**config.mk**
```make
export PLATFORM = sky130hd
export DESIGN_NAME = uart_tx_arbiter
export DESIGN_NICKNAME = d
export VERILOG_FILES = /design/src/rtl/uart_arb_pkg.sv /design/src/rtl/uart_tx_arbiter_byte_fifo.sv /design/src/rtl/uart_tx_arbiter.sv
export SDC_FILE = /design/constraint.sdc
export NUM_CORES = 1
export LEC_CHECK = 0
export BUFFER_PORTS_ARGS = -buffer_cell sky130_fd_sc_hd__buf_2
export CORE_UTILIZATION = 40
export DETAILED_ROUTE_END_ITERATION = 6
export GPL_TIMING_DRIVEN = 0
export PLACE_DENSITY = 0.59
export REMOVE_ABC_BUFFERS = 1
export SLEW_MARGIN = 20
export SYNTH_ARGS = -nofsm -noshare
export SYNTH_HDL_FRONTEND = slang
export SYNTH_HIERARCHICAL = 1
export SYNTH_SLANG_ARGS = --single-unit
```
**constraint.sdc**
```tcl
create_clock -name i_clock -period 3.7 [get_ports i_clock]
set_clock_uncertainty 0.05 [all_clocks]
set_input_delay 0.74 -clock i_clock [delete_from_list [all_inputs] [get_ports i_clock]]
set_output_delay 0.74 -clock i_clock [all_outputs]
set_load 0.05 [all_outputs]
```
**src/rtl/uart_arb_pkg.sv**
```systemverilog
// Shared types for the UART transmit arbiter: scheduler states, requester ids and the byte type.
package uart_arb_pkg;

    typedef enum logic [1:0] {
        IDLE      = 2'd0,
        START     = 2'd1,
        WAIT_BUSY = 2'd2,
        WAIT_DONE = 2'd3
    } state_t;

    localparam logic REQ0_DMA = 1'b0;
    localparam logic REQ1_MCH = 1'b1;

    typedef logic [7:0] byte_t;

endpackage

```
**src/rtl/uart_tx_arbiter_byte_fifo.sv**
```systemverilog
// Per-requester byte FIFO; write lands at the head one cycle after the push edge, head read combinationally.
// Backpressure: o_full is a registered count decode and never anticipates a same-cycle pop.
module byte_fifo
    import uart_arb_pkg::*;
#(
    parameter int DEPTH = 4
) (
    input  logic       i_clock,
    input  logic       i_resetn,
    input  logic       i_push,
    input  logic [7:0] i_din,
    input  logic       i_pop,
    output logic [7:0] o_dout,
    output logic       o_full,
    output logic       o_empty
);

    localparam int AW = $clog2(DEPTH);

    byte_t          r_mem [DEPTH];
    logic [AW-1:0]  r_wr_ptr;
    logic [AW-1:0]  r_rd_ptr;
    logic [AW:0]    r_count;
    logic           w_push;
    logic           w_pop;

    assign o_full  = (r_count == (AW + 1)'(DEPTH));
    assign o_empty = (r_count == '0);
    assign w_push  = i_push & ~o_full;
    assign w_pop   = i_pop & ~o_empty;
    assign o_dout  = r_mem[r_rd_ptr];

    always_ff @(posedge i_clock) begin
        if (!i_resetn) begin
            r_wr_ptr <= '0;
            r_rd_ptr <= '0;
            r_count  <= '0;
        end else begin
            if (w_push) r_wr_ptr <= r_wr_ptr + 1'b1;
            if (w_pop)  r_rd_ptr <= r_rd_ptr + 1'b1;
            case ({w_push, w_pop})
                2'b10:   r_count <= r_count + 1'b1;
                2'b01:   r_count <= r_count - 1'b1;
                default: r_count <= r_count;
            endcase
        end
    end

    // Storage needs no reset: pointers and count define which entries are live.
    always_ff @(posedge i_clock) begin
        if (w_push) r_mem[r_wr_ptr] <= i_din;
    end

endmodule

```
**src/rtl/uart_tx_arbiter.sv**
```systemverilog
// Round-robin sharing of one UART transmitter between DMA (req 0) and MCH (req 1); push edge to start pulse is 2 edges.
// Requesters are backpressured by their own FIFO; UART_TX_ARB_LOCK_EN adds per-requester lock inputs.
module uart_tx_arbiter
    import uart_arb_pkg::*;
#(
    parameter int DEPTH        = 4,
    parameter int BUSY_TIMEOUT = 4
) (
    input  logic       i_clock,
    input  logic       i_resetn,
    input  logic       i_s0_valid,
    input  logic [7:0] i_s0_data,
    output logic       o_s0_ready,
    input  logic       i_s1_valid,
    input  logic [7:0] i_s1_data,
    output logic       o_s1_ready,
`ifdef UART_TX_ARB_LOCK_EN
    input  logic       i_s0_lock,
    input  logic       i_s1_lock,
`endif
    input  logic       i_tx_busy,
    output logic       o_tx_start,
    output logic [7:0] o_tx_data,
    output logic       o_grant_id,
    output logic       o_idle
);

    localparam int              TW         = $clog2(BUSY_TIMEOUT) + 1;
    localparam logic [TW-1:0]   TIMER_LAST = TW'(BUSY_TIMEOUT - 1);

    state_t        r_state;
    state_t        w_next_state;
    logic [TW-1:0] r_timer;
    byte_t         r_tx_data;
    logic          r_grant_id;
    logic          r_last_grant;

    logic          w_full0, w_empty0, w_full1, w_empty1;
    byte_t         w_head0, w_head1;
    logic          w_pop0, w_pop1;
    logic          w_elig0, w_elig1;
    logic          w_take;
    logic          w_sel;

    byte_fifo #(.DEPTH(DEPTH)) u_fifo0 (
        .i_clock  (i_clock),
        .i_resetn (i_resetn),
        .i_push   (i_s0_valid),
        .i_din    (i_s0_data),
        .i_pop    (w_pop0),
        .o_dout   (w_head0),
        .o_full   (w_full0),
        .o_empty  (w_empty0)
    );

    byte_fifo #(.DEPTH(DEPTH)) u_fifo1 (
        .i_clock  (i_clock),
        .i_resetn (i_resetn),
        .i_push   (i_s1_valid),
        .i_din    (i_s1_data),
        .i_pop    (w_pop1),
        .o_dout   (w_head1),
        .o_full   (w_full1),
        .o_empty  (w_empty1)
    );

`ifdef UART_TX_ARB_LOCK_EN
    logic r_any_grant;
    logic w_lock_hold;

    // A lock only pins the requester that already owns the UART.
    assign w_lock_hold = r_any_grant &
                         ((r_last_grant == REQ1_MCH) ? i_s1_lock : i_s0_lock);
    assign w_elig0 = ~w_empty0 & ~(w_lock_hold & (r_last_grant == REQ1_MCH));
    assign w_elig1 = ~w_empty1 & ~(w_lock_hold & (r_last_grant == REQ0_DMA));

    always_ff @(posedge i_clock) begin
        if (!i_resetn) r_any_grant <= 1'b0;
        else if (w_take) r_any_grant <= 1'b1;
    end
`else
    assign w_elig0 = ~w_empty0;
    assign w_elig1 = ~w_empty1;
`endif

    always_comb begin
        w_next_state = r_state;
        w_take       = 1'b0;
        w_sel        = r_last_grant;
        case (r_state)
            IDLE: begin
                if (!i_tx_busy) begin
                    if (w_elig0 && w_elig1) begin
                        w_take = 1'b1;
                        w_sel  = ~r_last_grant;
                    end else if (w_elig0) begin
                        w_take = 1'b1;
                        w_sel  = REQ0_DMA;
                    end else if (w_elig1) begin
                        w_take = 1'b1;
                        w_sel  = REQ1_MCH;
                    end
                    if (w_take) w_next_state = START;
                end
            end
            START:     w_next_state = WAIT_BUSY;
            WAIT_BUSY: begin
                // No busy response in time: the frame is dropped, not retried.
                if (i_tx_busy)                  w_next_state = WAIT_DONE;
                else if (r_timer == TIMER_LAST) w_next_state = IDLE;
            end
            WAIT_DONE: if (!i_tx_busy) w_next_state = IDLE;
            default:   w_next_state = IDLE;
        endcase
    end

    assign w_pop0 = w_take & (w_sel == REQ0_DMA);
    assign w_pop1 = w_take & (w_sel == REQ1_MCH);

    always_ff @(posedge i_clock) begin
        if (!i_resetn) begin
            r_state      <= IDLE;
            r_timer      <= '0;
            r_tx_data    <= '0;
            r_grant_id   <= REQ0_DMA;
            r_last_grant <= REQ1_MCH;
        end else begin
            r_state <= w_next_state;
            if (w_take) begin
                r_tx_data    <= (w_sel == REQ1_MCH) ? w_head1 : w_head0;
                r_grant_id   <= w_sel;
                r_last_grant <= w_sel;
            end
            if (r_state == START)
                r_timer <= '0;
            else if (r_state == WAIT_BUSY && !i_tx_busy)
                r_timer <= r_timer + 1'b1;
        end
    end

    assign o_s0_ready = ~w_full0;
    assign o_s1_ready = ~w_full1;
    assign o_tx_start = (r_state == START);
    assign o_tx_data  = r_tx_data;
    assign o_grant_id = r_grant_id;
    assign o_idle     = (r_state == IDLE) & w_empty0 & w_empty1;

endmodule

```
Word-level counts from Yosys, hierarchy flattened
Memories as Yosys holds them, arrays and structs flattened. A register that Yosys moved wholly into a read port is not among the register bits.
Cells that the tools add are included.
{"block": "op_classes", "add_sub_neg": 9, "eq_ne": 14, "mux": 29, "bitwise_logic": 15, "reduce_logical": 10}
{"op": "$mux 2", "n": 9}
{"op": "$mux 1", "n": 16}
{"op": "$pmux 3 s2", "n": 2}
{"op": "$add 3x1->3 const B", "n": 3}
{"op": "$add 2x1->2 const B", "n": 4}
{"op": "$and 1x1->1", "n": 8}
{"op": "$eq 2x2->1 const B", "n": 4}
{"op": "$mux 8", "n": 1}
{"op": "$pmux 2 s4", "n": 1}
{"op": "$not 1->1", "n": 7}
{"op": "$eq 2x1->1 const B", "n": 3}
{"op": "$eq 3x3->1 const B", "n": 2}
{"op": "$logic_not 3->1", "n": 2}
{"op": "$sub 3x1->3 const B", "n": 2}
{"op": "$ne 2x2->1 const B", "n": 2}
{"op": "$reduce_and 4->1", "n": 1}
{"op": "$reduce_bool 2->1", "n": 2}
{"op": "$eq 3x2->1 const B", "n": 1}
{"op": "$ne 3x3->1 const B", "n": 1}
{"op": "$logic_and 1x1->1", "n": 2}
{"op": "$logic_not 2->1", "n": 1}
{"op": "$ne 2x1->1 const B", "n": 1}
{"op": "$reduce_or 2->1", "n": 1}
{"op": "$logic_not 1->1", "n": 1}
{"block": "totals", "reg_bits": 29, "mem_bits_rw": 64, "out_inout_bits": 13, "memories": 2}
{"name": "u_fifo0.r_mem", "depth": 4, "word_bits": 8, "read_ports": 1, "rd_ports_with_merged_regs": 1, "write_ports": 1, "line": "uart_tx_arbiter_byte_fifo.sv:20", "rtl": "byte_t r_mem [DEPTH];"}
{"name": "u_fifo1.r_mem", "depth": 4, "word_bits": 8, "read_ports": 1, "rd_ports_with_merged_regs": 1, "write_ports": 1, "line": "uart_tx_arbiter_byte_fifo.sv:20"}

Depth between registers and ports, before layout
{"block": "logic_depth", "depth_word": 12, "mapped_depth": 10, "depth_no_buf": 10}

Hierarchy
Netlist, hierarchy kept.
{"module": "byte_fifo", "n_inst": 2, "cells_each": 96, "area_each_um2": 1644.1, "seq_area_each_um2": 1141.1}
{"module": "uart_tx_arbiter", "n_inst": 1, "cells_each": 75, "area_each_um2": 752.0, "seq_area_each_um2": 300.3}

Worst setup path after synthesis
Ideal clock, no wire load.
{"block": "synth_path", "path_type": "input to register", "from": "input port i_tx_busy", "to": "register u_fifo0.r_count[2]", "arrival_ps": 2921, "t_required_ps": 3580, "slack_ps": 659, "stages": 10, "n_path_buf": 1, "cell_sequence": "buf_2 or4_4 nor2_1 nor2b_1 ha_1 inv_1 fa_1 xor2_1 or3_1 a21boi_1"}
{"block": "synth_via", "elab_chain_cells": 7, "word_cells_on_any_way": 11, "classes_between": "2 x eq/ne; 5 x mux; 3 x bitwise; 1 x reduce/logical"}
{"element": "start, declared", "line": "uart_tx_arbiter.sv:21", "rtl": "input logic i_tx_busy,"}
{"element": "$mux 1", "line": "uart_tx_arbiter.sv:92", "rtl": "if (!i_tx_busy) begin"}
{"element": "$mux 1", "line": "uart_tx_arbiter.sv:90", "rtl": "case (r_state)"}
{"element": "$not 1->1", "line": "uart_tx_arbiter.sv:117", "rtl": "assign w_pop0 = w_take & (w_sel == REQ0_DMA);"}
{"element": "$and 1x1->1 (*)", "line": "uart_tx_arbiter.sv:117"}
{"element": "via w_pop0", "line": "uart_tx_arbiter.sv:40", "rtl": "logic w_pop0, w_pop1;"}
{"element": "$and 1x1->1 (*)", "line": "uart_tx_arbiter_byte_fifo.sv:30", "rtl": "assign w_pop = i_pop & ~o_empty;"}
{"element": "via u_fifo0.w_pop", "line": "uart_tx_arbiter_byte_fifo.sv:25", "rtl": "logic w_pop;"}
{"element": "$eq 2x1->1 or $eq 2x2->1 (tied branches)", "line": "uart_tx_arbiter_byte_fifo.sv:41", "rtl": "case ({w_push, w_pop})"}
{"element": "$pmux 3 s2 or $reduce_bool 2->1 (tied branches)"}
{"element": "end signal, assigned", "line": "uart_tx_arbiter_byte_fifo.sv:42", "rtl": "2'b10: r_count <= r_count + 1'b1;"}
{"element": "end signal, assigned", "line": "uart_tx_arbiter_byte_fifo.sv:43", "rtl": "2'b01: r_count <= r_count - 1'b1;"}
{"element": "end signal, assigned", "line": "uart_tx_arbiter_byte_fifo.sv:44", "rtl": "default: r_count <= r_count;"}
{"element": "end, declared", "line": "uart_tx_arbiter_byte_fifo.sv:23", "rtl": "logic [AW:0] r_count;"}
Mark *: on every way through the listed nets, which the timed path passes. The rest lies on a longest branch.
A chain may end at the register's enable or synchronous reset.

Worst setup path after layout
{"block": "layout_path", "from": "register u_fifo1.r_count[1]", "to": "register u_fifo0.r_count[2]"}
{"block": "layout_via", "elab_chain_cells": 12, "word_cells_on_any_way": 22, "classes_between": "2 x eq/ne; 13 x mux; 4 x bitwise; 3 x reduce/logical"}
{"element": "start, declared", "line": "uart_tx_arbiter_byte_fifo.sv:23"}
{"element": "start signal, assigned", "line": "uart_tx_arbiter_byte_fifo.sv:42"}
{"element": "start signal, assigned", "line": "uart_tx_arbiter_byte_fifo.sv:43"}
{"element": "start signal, assigned", "line": "uart_tx_arbiter_byte_fifo.sv:44"}
{"element": "$logic_not 3->1 (*)", "line": "uart_tx_arbiter_byte_fifo.sv:28", "rtl": "assign o_empty = (r_count == '0);"}
{"element": "via w_empty1", "line": "uart_tx_arbiter.sv:38", "rtl": "logic w_full0, w_empty0, w_full1, w_empty1;"}
{"element": "$mux 1 or $not 1->1 (tied branches)", "line": "uart_tx_arbiter.sv:99, uart_tx_arbiter.sv:83"}
{"element": "$mux 1 or $logic_and 1x1->1 (tied branches)", "line": "uart_tx_arbiter.sv:96, uart_tx_arbiter.sv:93"}
{"element": "$mux 1", "line": "uart_tx_arbiter.sv:93", "rtl": "if (w_elig0 && w_elig1) begin"}
{"element": "$mux 1", "line": "uart_tx_arbiter.sv:92"}
{"element": "$mux 1", "line": "uart_tx_arbiter.sv:90"}
{"element": "$mux 1", "line": "uart_tx_arbiter.sv:92"}
{"element": "$mux 1", "line": "uart_tx_arbiter.sv:90"}
{"element": "$and 1x1->1 (*)", "line": "uart_tx_arbiter.sv:117"}
{"element": "via w_pop0", "line": "uart_tx_arbiter.sv:40"}
{"element": "$and 1x1->1 (*)", "line": "uart_tx_arbiter_byte_fifo.sv:30"}
{"element": "via u_fifo0.w_pop", "line": "uart_tx_arbiter_byte_fifo.sv:25"}
{"element": "$eq 2x1->1 or $eq 2x2->1 (tied branches)", "line": "uart_tx_arbiter_byte_fifo.sv:41"}
{"element": "$pmux 3 s2 or $reduce_bool 2->1 (tied branches)"}
Mark *: on every way through the listed nets, which the timed path passes. The rest lies on a longest branch. The select of a mux whose other input is x is not followed.

==> flow_summary.yaml <==
final_layout:
  drive_gt1_frac: 0.237
  antenna_cells: 0
  fin_util: 0.457
  fill_cells: 898
  final_nets: 334
  area_delta_synth_final_pct: 10.6
critical_path:
  r2r-start: "u_fifo1/r_count[1]"
  rrSetupSlack_ns: 0.75
  crit_type: "reg2reg"
  cp.required_ns: 3.93
  reg2regPathDepth: 10
  worstPathArrival_ns: 3.18
  worstSetupStartpoint: "u_fifo1/r_count[1]"
  reg2reg_to: "u_fifo0/r_count[2]"
  end_kind: "flip-flop"
  startpoint_type: "flip-flop"
  cp_max_fo: 10
  crit_end: "u_fifo0/r_count[2]"
floorplanning:
  std_cell_rows: 36
  die_h_um: 103
  die_w_um: 103
  die_area_mm2: 0.0105
  io_pins: 34
  floorplan.initialDensity: 0.413
  core_mm2: 0.00977
sta:
  max-slew-margin-rel: 0.563
  fin_crit_ns: 2.95
  slew_violations: 0
  fin_hold_ws_ns: 0.418
  rsz0062_at_grt: "no"
  tightest_slew_ns: 0.655
  setup_tns_ns: 0
  period_share: 0.797
  fmaxAchievable_mhz: 339
  hold_viol_final: 0
  setup_violations: 0
clock_network:
  cts_hold_buf: 0
  cts.sinks: 97
  clock_latency_ns: 0.34
  clockBufferDepth: 2
  cts_root_buf: "clkbuf_8"
  cts_resized: 0
  postCtsSetupBuffers: 0
  clk_pin_slew_worst_paths_ns: 0.09
  cts_tree: "done"
  htreeDepth: 3
  cts_made_buffers: 9
synthesis:
  netlist.area_leader.share: 0.476
  ys_ff_latch: 97
  syn_area_per_cell_um2: 15.1
  yosys.area.top_type: "edfxtp_1"
  syn_area_mm2: 0.00404
  synth_cell_type_count: 38
  syn_inst: 267
  yosys_warnings: 6
  synth_edf_count: 64
  ys_seq_area_frac: 0.639
  synth_area_leaders: "edfxtp_1 48%, dfxtp_1 16%, mux4_2 8.9%, ha_1 3.7%, and2_1 1.9%"
  synthArstFlopShare: 0
  ys.flop_type: "edfxtp_1"
detailed_routing:
  avgRoutedWirePerCell_um: 15.1
  vias: 2156
  detail_route.iter0.violations: 93
  viasPerCell: 4.93
  drt.antenna.violating_nets: 0
  drtPass1Iterations: 4
  wirelength_um: 6620
  drc: 0
worst_hold_path:
  hp-class: "reg2reg"
  min_from: "r_timer[2]"
global_routing:
  grt_max_degree: 39
  grt_pass1_wl_um: 10600
  antenna_found_initial: 0
  gr-usage-all-layers: 0.139
  grt_pass1_vias: 2119
  grt-ovfl-total: 0
status:
  status: "finished, final reports clean"
place:
  dpl.hpwl_um: 4440
  portBuffers: 33
  gp_congestion: 0.669
power:
  power-per-cell-area_mw_per_mm2: 557
  irDropWorstVdd_v: 0.000274
  leakagePower_nw: 1.58
run:
  drv_cap: 0
## where the power goes
group | leakage (nW) | internal [mW] | switching [mW]
logic | 0.647 | 0.208 | 0.355
registers | 0.857 | 1.26 | 0.0866
clock network | 0.0734 | 0.239 | 0.338
total | 1.58 | 1.71 | 0.780
## layer usage
metal  GRT usage  vias to the layer above  share of wire
li1            -                     1069              -
met1       0.186                     1041           0.48
met2       0.220                       41           0.47
met3      0.0292                        5          0.041
met4      0.0560                        0          0.011
met5           0                        -              0
## worst min path at each step
stage	slack, ns	to	cells after the start
3_5_place_dp	0.41	r_timer[2]	2
5_1_grt	0.45	r_timer[2]	2
3_3_place_gp	0.41	r_timer[2]	2
4_1_cts	0.42	r_timer[2]	2
2_1_floorplan	0.39	r_timer[2]	2
6_report	0.42	r_timer[2]	2
## worst max-delay path, cell delays in order, from the launching register on
cell      delay, ns
dfxtp_1        0.36
nor3_2         0.57
nor2_1         0.21
nor2_1         0.23
nor2b_1        0.23
ha_1           0.21
inv_1          0.06
fa_1           0.37
xor2_1         0.16
or3_1          0.30
a21boi_1       0.14
## per-stage QoR
step / setup slack, ns / cell area, um^2 / total power [mW] / instances
after floorplan: 0.811 / 3970 / 1.79 / 255
after global placement: 0.514 / 4310 / 1.93 / 421
after detailed placement: 0.510 / 4310 / 1.94 / 421
after CTS: 0.729 / 4470 / 2.52 / 437
after global routing: 0.472 / 4470 / 2.62 / 437
final: 0.751 / 4470 / 2.49 / 437
## layout make-up
| cell class | count | area, um^2 | share of cell area |
|---|---|---|---|
| repair buffers | 33 | 165 | 0.0370 |
| clock buffers | 10 | 128 | 0.0286 |
| clock inverters | 6 | 35.0 | 0.00784 |
| well taps | 133 | 166 | 0.0372 |
| flip-flops and latches | 97 | 2580 | 0.578 |
| multi-input cells | 143 | 1340 | 0.299 |
| inverters | 15 | 56.3 | 0.0126 |
## flip-flops by register name, indices dropped and copies added, names as in the netlist, 3 cells and up, named ones only
signal / count
u_fifo1/r_count: 3
o_tx_data: 8
u_fifo0/r_count: 3
u_fifo0/r_mem: 32
u_fifo1/r_mem: 32
r_timer: 3
## cells in the mapped netlist, types with 2 or more instances
master     count
or3_1          4
nor2b_1        6
nor3_1         2
nor3b_2        2
inv_1         13
clkbuf_1       5
xor2_1         2
edfxtp_1      64
nor4b_1        2
mux4_2        16
nand4bb_1      2
and2_1        12
buf_2          5
and3_1         9
a21boi_1       8
a21oi_1        3
xnor2_1        2
a221o_1        7
o21a_1         3
nor3_2         2
nand2_1       20
buf_6          2
o21ai_0       10
nor2_1         4
inv_2          2
fa_1           2
ha_1          12
dfxtp_1       33
mux2i_1        4
## logic make-up (layout without fill, tap and decap cells)
| kind of cell | Yosys count | after routing | share of synthesized area |
|---|---|---|---|
| flip-flops | 97 | 97 | 0.639 |
| AND/OR/NAND/NOR | 70 | 70 | 0.112 |
| AO/OA/AOI/OAI | 35 | 35 | 0.0632 |
| buffers and inverters | 27 | 64 | 0.0304 |
| multiplexers | 20 | 20 | 0.0991 |
| adder cells (fa/ha/maj) | 14 | 14 | 0.0471 |
| XOR/XNOR | 4 | 4 | 0.00867 |
## layout by cell type, fill, tap and decap left out, drive strengths merged, types with 4 or more instances in the layout
cell / count
a21boi: 8
a221o: 7
and2: 12
and3: 9
buf: 33
clkbuf: 10
dfxtp: 33
edfxtp: 64
ha: 12
inv: 15
mux2i: 4
mux4: 16
nand2: 20
nor2: 4
nor2b: 6
nor3: 4
o21ai: 10
or3: 5
Power figures use the tool's default switching activity.
